<file path="src/rtl/phmem_ctl.sv">
`default_nettype none
// ============================================================================
// Module   : phmem_ctl
// Brief    : Physical-memory cycle controller. Runs one wait-stated cycle on a
//            16-bit asynchronous SRAM per CPU request (translated address),
//            answering with a one-cycle reply or a write-protect fault.
//            All sequencing advances on clock-enable (ce) edges only.
// Revision : 1.0 - initial release
// ============================================================================
module phmem_ctl #(
  // Number of ce-cycles the SRAM strobe is held in ACCESS; legal 1..15.
  parameter int WAIT_CYCLES = 2
) (
  input  logic        clk,
  input  logic        reset_n,
  input  logic        ce,
  input  logic        req_rd,
  input  logic        req_wr,
  input  logic        req_byte,
  input  logic [15:0] req_data_i,
  input  logic [21:0] phaddr,
  input  logic        writable_i,
  output logic        rply_o,
  output logic        fault_o,
  output logic [15:0] data_o,
  output logic        busy_o,
  output logic [20:0] sram_addr,
  output logic [15:0] sram_dq_o,
  output logic        sram_dq_oe,
  input  logic [15:0] sram_dq_i,
  output logic        sram_ce_n,
  output logic        sram_oe_n,
  output logic        sram_we_n,
  output logic        sram_ub_n,
  output logic        sram_lb_n
);

  localparam logic [3:0] WAIT_LOAD = 4'(WAIT_CYCLES - 1);

  typedef enum logic [2:0] {
    S_IDLE    = 3'd0,
    S_SETUP   = 3'd1,
    S_ACCESS  = 3'd2,
    S_HOLD    = 3'd3,
    S_DONE    = 3'd4,
    S_FAULT   = 3'd5,
    S_WAITREL = 3'd6
  } state_t;

  state_t      state;
  state_t      state_nx;
  logic [3:0]  wait_cnt;
  logic        is_wr;      // direction latched at the sampling edge
  logic        dir_wr;     // direction valid on the edge that computes strobes
  logic        nx_cycle;   // next state drives the SRAM (SETUP/ACCESS/HOLD)
  logic        start;      // IDLE sampling edge that launches an SRAM cycle
  logic [7:0]  byte_sel;   // write byte picked from the addressed lane

  // Next-state logic; request inputs only matter in IDLE and WAITREL.
  always_comb begin
    state_nx = state;
    case (state)
      S_IDLE: begin
        if (req_rd && req_wr)           state_nx = S_FAULT;
        else if (req_wr && !writable_i) state_nx = S_FAULT;
        else if (req_rd || req_wr)      state_nx = S_SETUP;
      end
      S_SETUP:   state_nx = S_ACCESS;
      S_ACCESS:  if (wait_cnt == 4'd0) state_nx = S_HOLD;
      S_HOLD:    state_nx = S_DONE;
      S_DONE:    state_nx = S_WAITREL;
      S_FAULT:   state_nx = S_WAITREL;
      S_WAITREL: if (!req_rd && !req_wr) state_nx = S_IDLE;
      default:   state_nx = S_IDLE;
    endcase
  end

  // Helper terms shared by the registered strobe logic.
  always_comb begin
    start    = (state == S_IDLE) && (state_nx == S_SETUP);
    // At the sampling edge the latched direction is not yet valid.
    dir_wr   = (state == S_IDLE) ? req_wr : is_wr;
    nx_cycle = (state_nx == S_SETUP) || (state_nx == S_ACCESS) ||
               (state_nx == S_HOLD);
    byte_sel = phaddr[0] ? req_data_i[15:8] : req_data_i[7:0];
  end

  // State register and wait counter.
  always_ff @(posedge clk or negedge reset_n) begin
    if (!reset_n) begin
      state    <= S_IDLE;
      wait_cnt <= 4'd0;
    end else if (ce) begin
      state <= state_nx;
      if (state == S_SETUP)
        wait_cnt <= WAIT_LOAD;
      else if (state == S_ACCESS && wait_cnt != 4'd0)
        wait_cnt <= wait_cnt - 4'd1;
    end
  end

  // Request latch: address, direction, lanes and write data.
  always_ff @(posedge clk or negedge reset_n) begin
    if (!reset_n) begin
      is_wr     <= 1'b0;
      sram_addr <= '0;
      sram_dq_o <= '0;
      sram_ub_n <= 1'b1;
      sram_lb_n <= 1'b1;
    end else if (ce) begin
      if (start) begin
        is_wr     <= req_wr;
        sram_addr <= phaddr[21:1];
        // Word access enables both lanes; a byte access only its own lane.
        sram_ub_n <= req_byte & ~phaddr[0];
        sram_lb_n <= req_byte &  phaddr[0];
        if (req_wr)
          sram_dq_o <= req_byte ? {byte_sel, byte_sel} : req_data_i;
      end else if (!nx_cycle) begin
        sram_ub_n <= 1'b1;
        sram_lb_n <= 1'b1;
      end
    end
  end

  // Registered SRAM strobes, status and pulses, derived from the next state.
  always_ff @(posedge clk or negedge reset_n) begin
    if (!reset_n) begin
      sram_ce_n  <= 1'b1;
      sram_oe_n  <= 1'b1;
      sram_we_n  <= 1'b1;
      sram_dq_oe <= 1'b0;
      busy_o     <= 1'b0;
      rply_o     <= 1'b0;
      fault_o    <= 1'b0;
    end else if (ce) begin
      sram_ce_n  <= ~nx_cycle;
      sram_oe_n  <= ~(!dir_wr && (state_nx == S_SETUP || state_nx == S_ACCESS));
      sram_we_n  <= ~(dir_wr && state_nx == S_ACCESS);
      sram_dq_oe <= dir_wr && nx_cycle;
      busy_o     <= (state_nx != S_IDLE);
      rply_o     <= (state_nx == S_DONE);
      // The fault pulse follows the FAULT state by one ce-cycle.
      fault_o    <= (state == S_FAULT);
    end
  end

  // Read data capture on the final ACCESS edge; held until the next read.
  always_ff @(posedge clk or negedge reset_n) begin
    if (!reset_n) begin
      data_o <= '0;
    end else if (ce) begin
      if (state == S_ACCESS && wait_cnt == 4'd0 && !is_wr)
        data_o <= sram_dq_i;
    end
  end

endmodule
`default_nettype wire

</file>
<file path="config.mk">
export PLATFORM = sky130hd
export DESIGN_NAME = phmem_ctl
export DESIGN_NICKNAME = d
export VERILOG_FILES = /design/src/rtl/phmem_ctl.sv
export SDC_FILE = /design/constraint.sdc
export NUM_CORES = 1
export LEC_CHECK = 0
export ABC_AREA = 1
export CORE_ASPECT_RATIO = 1.25
export CORE_MARGIN = 4
export CORE_UTILIZATION = 47
export CTS_CLUSTER_SIZE = 16
export DETAILED_ROUTE_END_ITERATION = 8
export PLACE_DENSITY = 0.82
export SETUP_SLACK_MARGIN = 0.15
export SLEW_MARGIN = 10
export SYNTH_ARGS = -nofsm -noshare
export SYNTH_HDL_FRONTEND = slang
export SYNTH_SLANG_ARGS = --single-unit
</file>
<file path="constraint.sdc">
create_clock -name clk -period 4.4 [get_ports clk]
set_input_delay 0.66 -clock clk [delete_from_list [all_inputs] [get_ports clk]]
set_output_delay 0.66 -clock clk [all_outputs]
set_load 0.03 [all_outputs]
</file>
==> results.py, run 1 <==
metrics = {
    "synthesis": {
        "ys_seq_area_share_pct": 56.1,
        "synth.area.mux_share_pct": 5.75,
        "yosysUniqueCellTypes": 27,
        "synthAdderAreaFrac_pct": 0.399,
        "yosys_warnings": 0,
        "yosys_register_bits": 70,
        "syn_inst": 354,
        "syn_area_um2": 3140,
        "synth_nets": 416,
        "syn_area_per_cell_um2": 8.86,
        "synth_compound_area_share_pct": 5.79,
        "synth-simple-area-share_pct": 25.9,
        "synthXorXnorAreaFrac_pct": 0.279,
        "synth_top_family_by_area": "simple AND/OR/NAND/NOR gates",
    },
    "clocking": {
        "cts_root_buf": "clkbuf_8",
        "clk_latency_ns": 0.34,
        "cts_sinks": 70,
        "path_clk_slew_ns": 0.07,
        "cts_resized": 0,
        "h-tree-depth": 3,
        "ctsHoldBuffers": 0,
        "cts_buffers": 9,
        "post_cts_buffers": 0,
        "cts_tree": "done",
        "clk_path_buf_depth": 2,
    },
    "timing": {
        "clock_skew_ns": 0.00690,
        "tns_ns": 0,
        "relSlewSlack_pct": 29.5,
        "finalWorstSetupSlack_ns": 1.75,
        "tightest_slew_ns": 1.06,
        "fin_crit_sh_pct": 60.3,
        "holdWs_ns": 0.471,
        "fmax_mhz": 377,
        "setup_viol": 0,
        "final_hold_viol_count": 0,
        "rsz0062_at_grt": "no",
        "fin_crit_ns": 2.65,
        "slew_viol_final": 0,
    },
    "min_path": {
        "holdPathStages": 2,
        "hold_path.class": "register to register",
    },
    "finish": {
        "final_nets": 538,
        "n_fill_cell": 530,
        "final_core_util_pct": 70.8,
        "final_area_um2": 4620,
        "syn_to_final_growth_pct": 47.3,
        "final_common_cell": "nand2_1",
        "mostFrequentLayoutCells": "nand2_1 (151), clkdlybuf4s50_1 (121), dfrtp_1 (65)",
        "final-instance-count-excl-fill": 568,
        "antennaDiodeCount": 0,
        "drive_gt1_share_pct": 9.77,
    },
    "worst_setup_path": {
        "crit_path_end_kind": "register",
        "critPathMaxFanout": 23,
        "critPathLaunchType": "input pin",
        "cp.required_ns": 4.61,
        "setup.worst_path.class": "input pin to register",
        "arrival_ns": 2.86,
        "reg2reg_depth": 6,
    },
    "power": {
        "power.switching_mw": 1.39,
        "power_frac_clock_pct": 17.3,
        "p_sw_share_pct": 41.9,
        "power_frac_comb_pct": 49.3,
        "power.density_nw_per_um2": 719,
        "ir_drop_mv": 0.426,
        "p_leak_nw": 2.23,
        "p_int_mw": 1.93,
        "fin_total_pwr_mw": 3.32,
        "sequentialPowerShare_pct": 33.4,
    },
    "floorplan": {
        "die_area_um2": 8050,
        "rows": 33,
        "die_w_um": 81.1,
        "dieHeight_um": 99.3,
        "core_area_um2": 6520,
        "start_util_pct": 48.1,
        "num_io_pins": 123,
    },
    "job": {
        "drv_cap": 0,
    },
    "place": {
        "dp.cells": 552,
        "io_buffers": 122,
        "pre_cts_ws_ns": 1.44,
        "gp_congestion": 0.834,
        "dp_hpwl_mm": 5.67,
        "placed_area_um2": 4400,
    },
    "grt": {
        "grt_util_all_layers_pct": 20.5,
        "grt_pass1_vias": 2798,
        "grt_max_degree": 49,
        "grt_antenna_before_repair": 0,
        "grt_pass1_wl_mm": 12.8,
        "grt_remaining_overflow": 0,
    },
    "drt": {
        "drt-pass1-iter-count": 4,
        "drc": 0,
        "vias_per_cell": 4.81,
        "vias": 2734,
        "wl_per_cell_um": 13.8,
        "first_iter_violations": 143,
        "totalWireLength_mm": 7.82,
        "ant_nets": 0,
    },
    "run_status": {
        "status": "finished clean",
    },
}
## state kept, by name, summed over array words and instances (netlist names)
signal / count
sram_addr: 21
data_o: 16
sram_dq_o: 16
wait_cnt: 4
state: 3
busy_o: 1
fault_o: 1
is_wr: 1
rply_o: 1
sram_ce_n: 1
sram_dq_oe: 1
sram_lb_n: 1
sram_oe_n: 1
sram_ub_n: 1
sram_we_n: 1
## layout make-up
class                           count  area [µm²]  share of cell area [%]
Sequential cell                    70        1760                    38.1
Timing Repair Buffer              123        1220                    26.5
Inverter                           30         113                    2.44
Multi-Input combinational cell    242        1190                    25.8
Clock inverter                      5        81.3                    1.76
Tap cell                           87         109                    2.36
Clock buffer                       11         141                    3.06
## critical path, stage by stage
cell	delay (ns)
clkdlybuf4s50_1	0.52
nor2_1	0.25
nand3_1	0.17
nand3_2	0.17
nand4_1	0.73
nand2_1	0.27
nand2_1	0.09
## power by group through the flow
stage / clock (mW) / combinational [mW] / sequential, mW
floorplan: 0 / 0.489 / 1.58
global placement: 0 / 1.61 / 1.11
detailed placement: 0 / 1.65 / 1.11
CTS: 0.590 / 1.66 / 1.11
global route: 0.618 / 1.77 / 1.14
finish: 0.574 / 1.64 / 1.11
## final timing paths
path / from / endpoint / slack [ns]
worst min register to register: sram_dq_o[7] / sram_dq_o[7] / 0.47
worst max-delay path: req_wr / sram_addr[2] / 1.75
worst max register to register: wait_cnt[0] / data_o[4] / 2.16
worst min-delay path: sram_dq_o[7] / sram_dq_o[7] / 0.47
min in group asynchronous: reset_n / sram_dq_o[10] / 0.51
max in group asynchronous: reset_n / sram_addr[2] / 2.98
## synthesized netlist by cell type, drive strengths merged
master / instances / share of area (%)
nand4: 5 / 1.0
o21ai: 29 / 4.6
nand3b: 1 / 0.24
clkbuf: 5 / 0.60
dfrtp: 65 / 52
o22a: 2 / 0.56
nand2: 154 / 19
nor3: 2 / 0.32
ha: 1 / 0.40
xor2: 1 / 0.28
o41ai: 1 / 0.28
inv: 30 / 3.6
dfstp: 5 / 4.2
nor2: 12 / 2.4
buf: 7 / 1.7
a21oi: 2 / 0.32
nand3: 16 / 3.1
mux2: 16 / 5.7
## per-layer routing
metal,vias up,share of wire (%),track usage [%]
met5,-,0,0
met1,1255,39,23.9
met2,102,51,34.2
met4,0,2.5,9.75
li1,1354,-,-
met3,23,7.6,6.25
## cell families (layout without fill, tap and decap cells)
kind of cell	count (synthesis)	after routing
buffers and inverters	42	169
adders and majority gates	1	1
DFF	70	70
AOI/OAI and AO/OA	34	34
and+or+nand+nor	190	190
muxes	16	16
xor gates and xnor gates	1	1
Note: power is estimated with default switching activity, not from simulation.
==> run 2, diff against run 1 <==
--- a/config.mk
+++ b/config.mk
@@ -8,10 +8,10 @@
 export ABC_AREA = 1
 export CORE_ASPECT_RATIO = 1.25
 export CORE_MARGIN = 4
-export CORE_UTILIZATION = 47
+export CORE_UTILIZATION = 44
 export CTS_CLUSTER_SIZE = 16
 export DETAILED_ROUTE_END_ITERATION = 8
-export PLACE_DENSITY = 0.82
+export PLACE_DENSITY = 0.78
 export SETUP_SLACK_MARGIN = 0.15
 export SLEW_MARGIN = 10
 export SYNTH_ARGS = -nofsm -noshare
==> constraint.sdc (replaced) <==
create_clock -name clk -period 2.7 [get_ports clk]
set_input_delay 0.405 -clock clk [delete_from_list [all_inputs] [get_ports clk]]
set_output_delay 0.405 -clock clk [all_outputs]
set_load 0.03 [all_outputs]
==> run 2 against run 1 <==
Clock skew is 0.0016 ns lower. Worst setup slack worse by 0.98 ns. Critical endpoint is now sram_ub_n. Final cell count is 1.1% higher. Die area is 6.2% higher. Largest cell class unchanged. Sequential share of layout area is 0.11 points higher.
==> results.py, run 2 (synthesis results as in run 1) <==
metrics = {
    "power": {
        "p_int_mw": 2.94,
        "p_leak_nw": 2.22,
        "power.density_nw_per_um2": 1130,
        "power.switching_mw": 2.25,
        "p_sw_share_pct": 43.3,
        "sequentialPowerShare_pct": 34.6,
        "power_frac_clock_pct": 13.8,
        "ir_drop_mv": 0.610,
        "power_frac_comb_pct": 51.6,
    },
    "clocking": {
        "post_cts_buffers": 0,
        "cts_buffers": 9,
        "path_clk_slew_ns": 0.07,
        "ctsHoldBuffers": 0,
        "cts_root_buf": "clkbuf_8",
        "clk_latency_ns": 0.34,
        "h-tree-depth": 3,
        "cts_tree": "done",
        "cts_sinks": 70,
        "cts_resized": 0,
        "clk_path_buf_depth": 2,
    },
    "drt": {
        "drc": 0,
        "ant_nets": 0,
        "totalWireLength_mm": 7.57,
        "drt-pass1-iter-count": 4,
        "wl_per_cell_um": 13.2,
        "vias_per_cell": 4.75,
        "first_iter_violations": 141,
        "vias": 2725,
    },
    "floorplan": {
        "num_io_pins": 123,
        "start_util_pct": 45.2,
        "die_area_um2": 8550,
        "core_area_um2": 6930,
        "dieHeight_um": 102,
        "rows": 34,
        "die_w_um": 83.5,
    },
    "timing": {
        "tns_ns": 0,
        "relSlewSlack_pct": 63.0,
        "fin_crit_sh_pct": 71.8,
        "tightest_slew_ns": 0.554,
        "final_hold_viol_count": 0,
        "clock_skew_ns": 0.00532,
        "setup_viol": 0,
        "slew_viol_final": 0,
        "rsz0062_at_grt": "no",
        "fmax_mhz": 516,
        "finalWorstSetupSlack_ns": 0.762,
        "fin_crit_ns": 1.94,
    },
    "place": {
        "io_buffers": 122,
        "placed_area_um2": 4440,
        "pre_cts_ws_ns": 0.455,
        "dp_hpwl_mm": 5.61,
        "gp_congestion": 0.852,
    },
    "grt": {
        "grt_remaining_overflow": 0,
        "grt_pass1_vias": 2720,
        "grt_util_all_layers_pct": 18.3,
        "grt_antenna_before_repair": 0,
        "grt_pass1_wl_mm": 12.5,
        "grt_max_degree": 48,
    },
    "finish": {
        "final_common_cell": "nand2_1",
        "antennaDiodeCount": 0,
        "mostFrequentLayoutCells": "nand2_1 (151), clkdlybuf4s50_1 (121), dfrtp_1 (65)",
        "largest-register": "sram_addr",
        "final_nets": 542,
        "reg.largest.list": "sram_addr x21, data_o x16, sram_dq_o x16",
        "syn_to_final_growth_pct": 46.9,
        "drive_gt1_share_pct": 10.5,
        "largest_reg_flops": 21,
        "final_area_um2": 4610,
    },
    "worst_setup_path": {
        "critPathLaunchType": "register",
        "cpPeakStageDelay_ns": 0.67,
        "cp.required_ns": 2.30,
        "arrival_ns": 1.53,
        "crit_path_end_kind": "output pin",
        "critPathSlowestCell": "clkdlybuf4s50_1",
        "setup.worst_path.class": "register to output pin",
        "critPathMaxFanout": 2,
        "critical_path.n_buffers_inverters": 1,
        "crit_chain": "clkdlybuf4s50_1",
        "cpLargestDelayFamily": "buffers and inverters",
    },
    "run_status": {
        "status": "finished clean",
    },
    "job": {
        "drv_cap": 0,
    },
    "min_path": {
        "hold_path.class": "input pin to asynchronous set/reset pin",
    },
}
==> run 2: changes by cell type in the layout (fill, tap and decap cells not counted), sizes merged <==
cell	delta
clkinv	+2
clkbuf	-2
bufinv	-2
buf	+4
clkinvlp	+1
==> run 2: routing by layer <==
| layer | track usage [%] | wire, µm | vias up |
|---|---|---|---|
| met5 | 0 | 0 | - |
| met4 | 8.91 | 182 | 0 |
| met3 | 6.05 | 566 | 13 |
| met2 | 30.7 | 3740 | 78 |
| met1 | 21.3 | 3080 | 1266 |
| li1 | - | - | 1368 |
==> run 2: final cells by class <==
type                       instances  area [µm²]
timing repair buffer             127        1270
fill                             584        2330
clock buffer                       9         124
multi-input combinational        242        1190
inverter                          30         113
tap                               90         113
sequential                        70        1760
clock inverter                     6        38.8
==> run 2: worst paths after layout <==
path | startpoint | end | slack (ns) | depth (start not counted)
worst max register to register | state[2] | is_wr | 1.00 | 7
worst max-delay path | sram_ub_n | sram_ub_n | 0.76 | 1
worst min register to register | sram_dq_o[3] | sram_dq_o[3] | 0.48 | 2
min in group clk | sram_dq_o[3] | sram_dq_o[3] | 0.48 | 2
max in group asynchronous | reset_n | wait_cnt[3] | 2.03 | 2
worst min-delay path | reset_n | state[0] | 0.04 | 1
==> run 2: power by group through the flow <==
| stage | logic (mW) | clock network, mW | registers (mW) |
|---|---|---|---|
| after CTS | 2.71 | 0.744 | 1.80 |
| after floorplan | 0.797 | 0 | 2.57 |
| final | 2.68 | 0.716 | 1.79 |
| after detailed placement | 2.70 | 0 | 1.81 |
| after global routing | 2.90 | 0.790 | 1.86 |
| after global placement | 2.65 | 0 | 1.80 |
==> run 2: metrics by stage <==
step                      power [mW]  instances  utilization [%]  hold WS (ns)
after floorplan                 3.37        354                -         0.109
after global placement          4.44        559             64.1         0.411
after detailed placement        4.50        559             64.1         0.416
after CTS                       5.25        574             66.4        0.0451
after global routing            5.55        574             66.4        0.0749
final                           5.18        574             66.4        0.0395
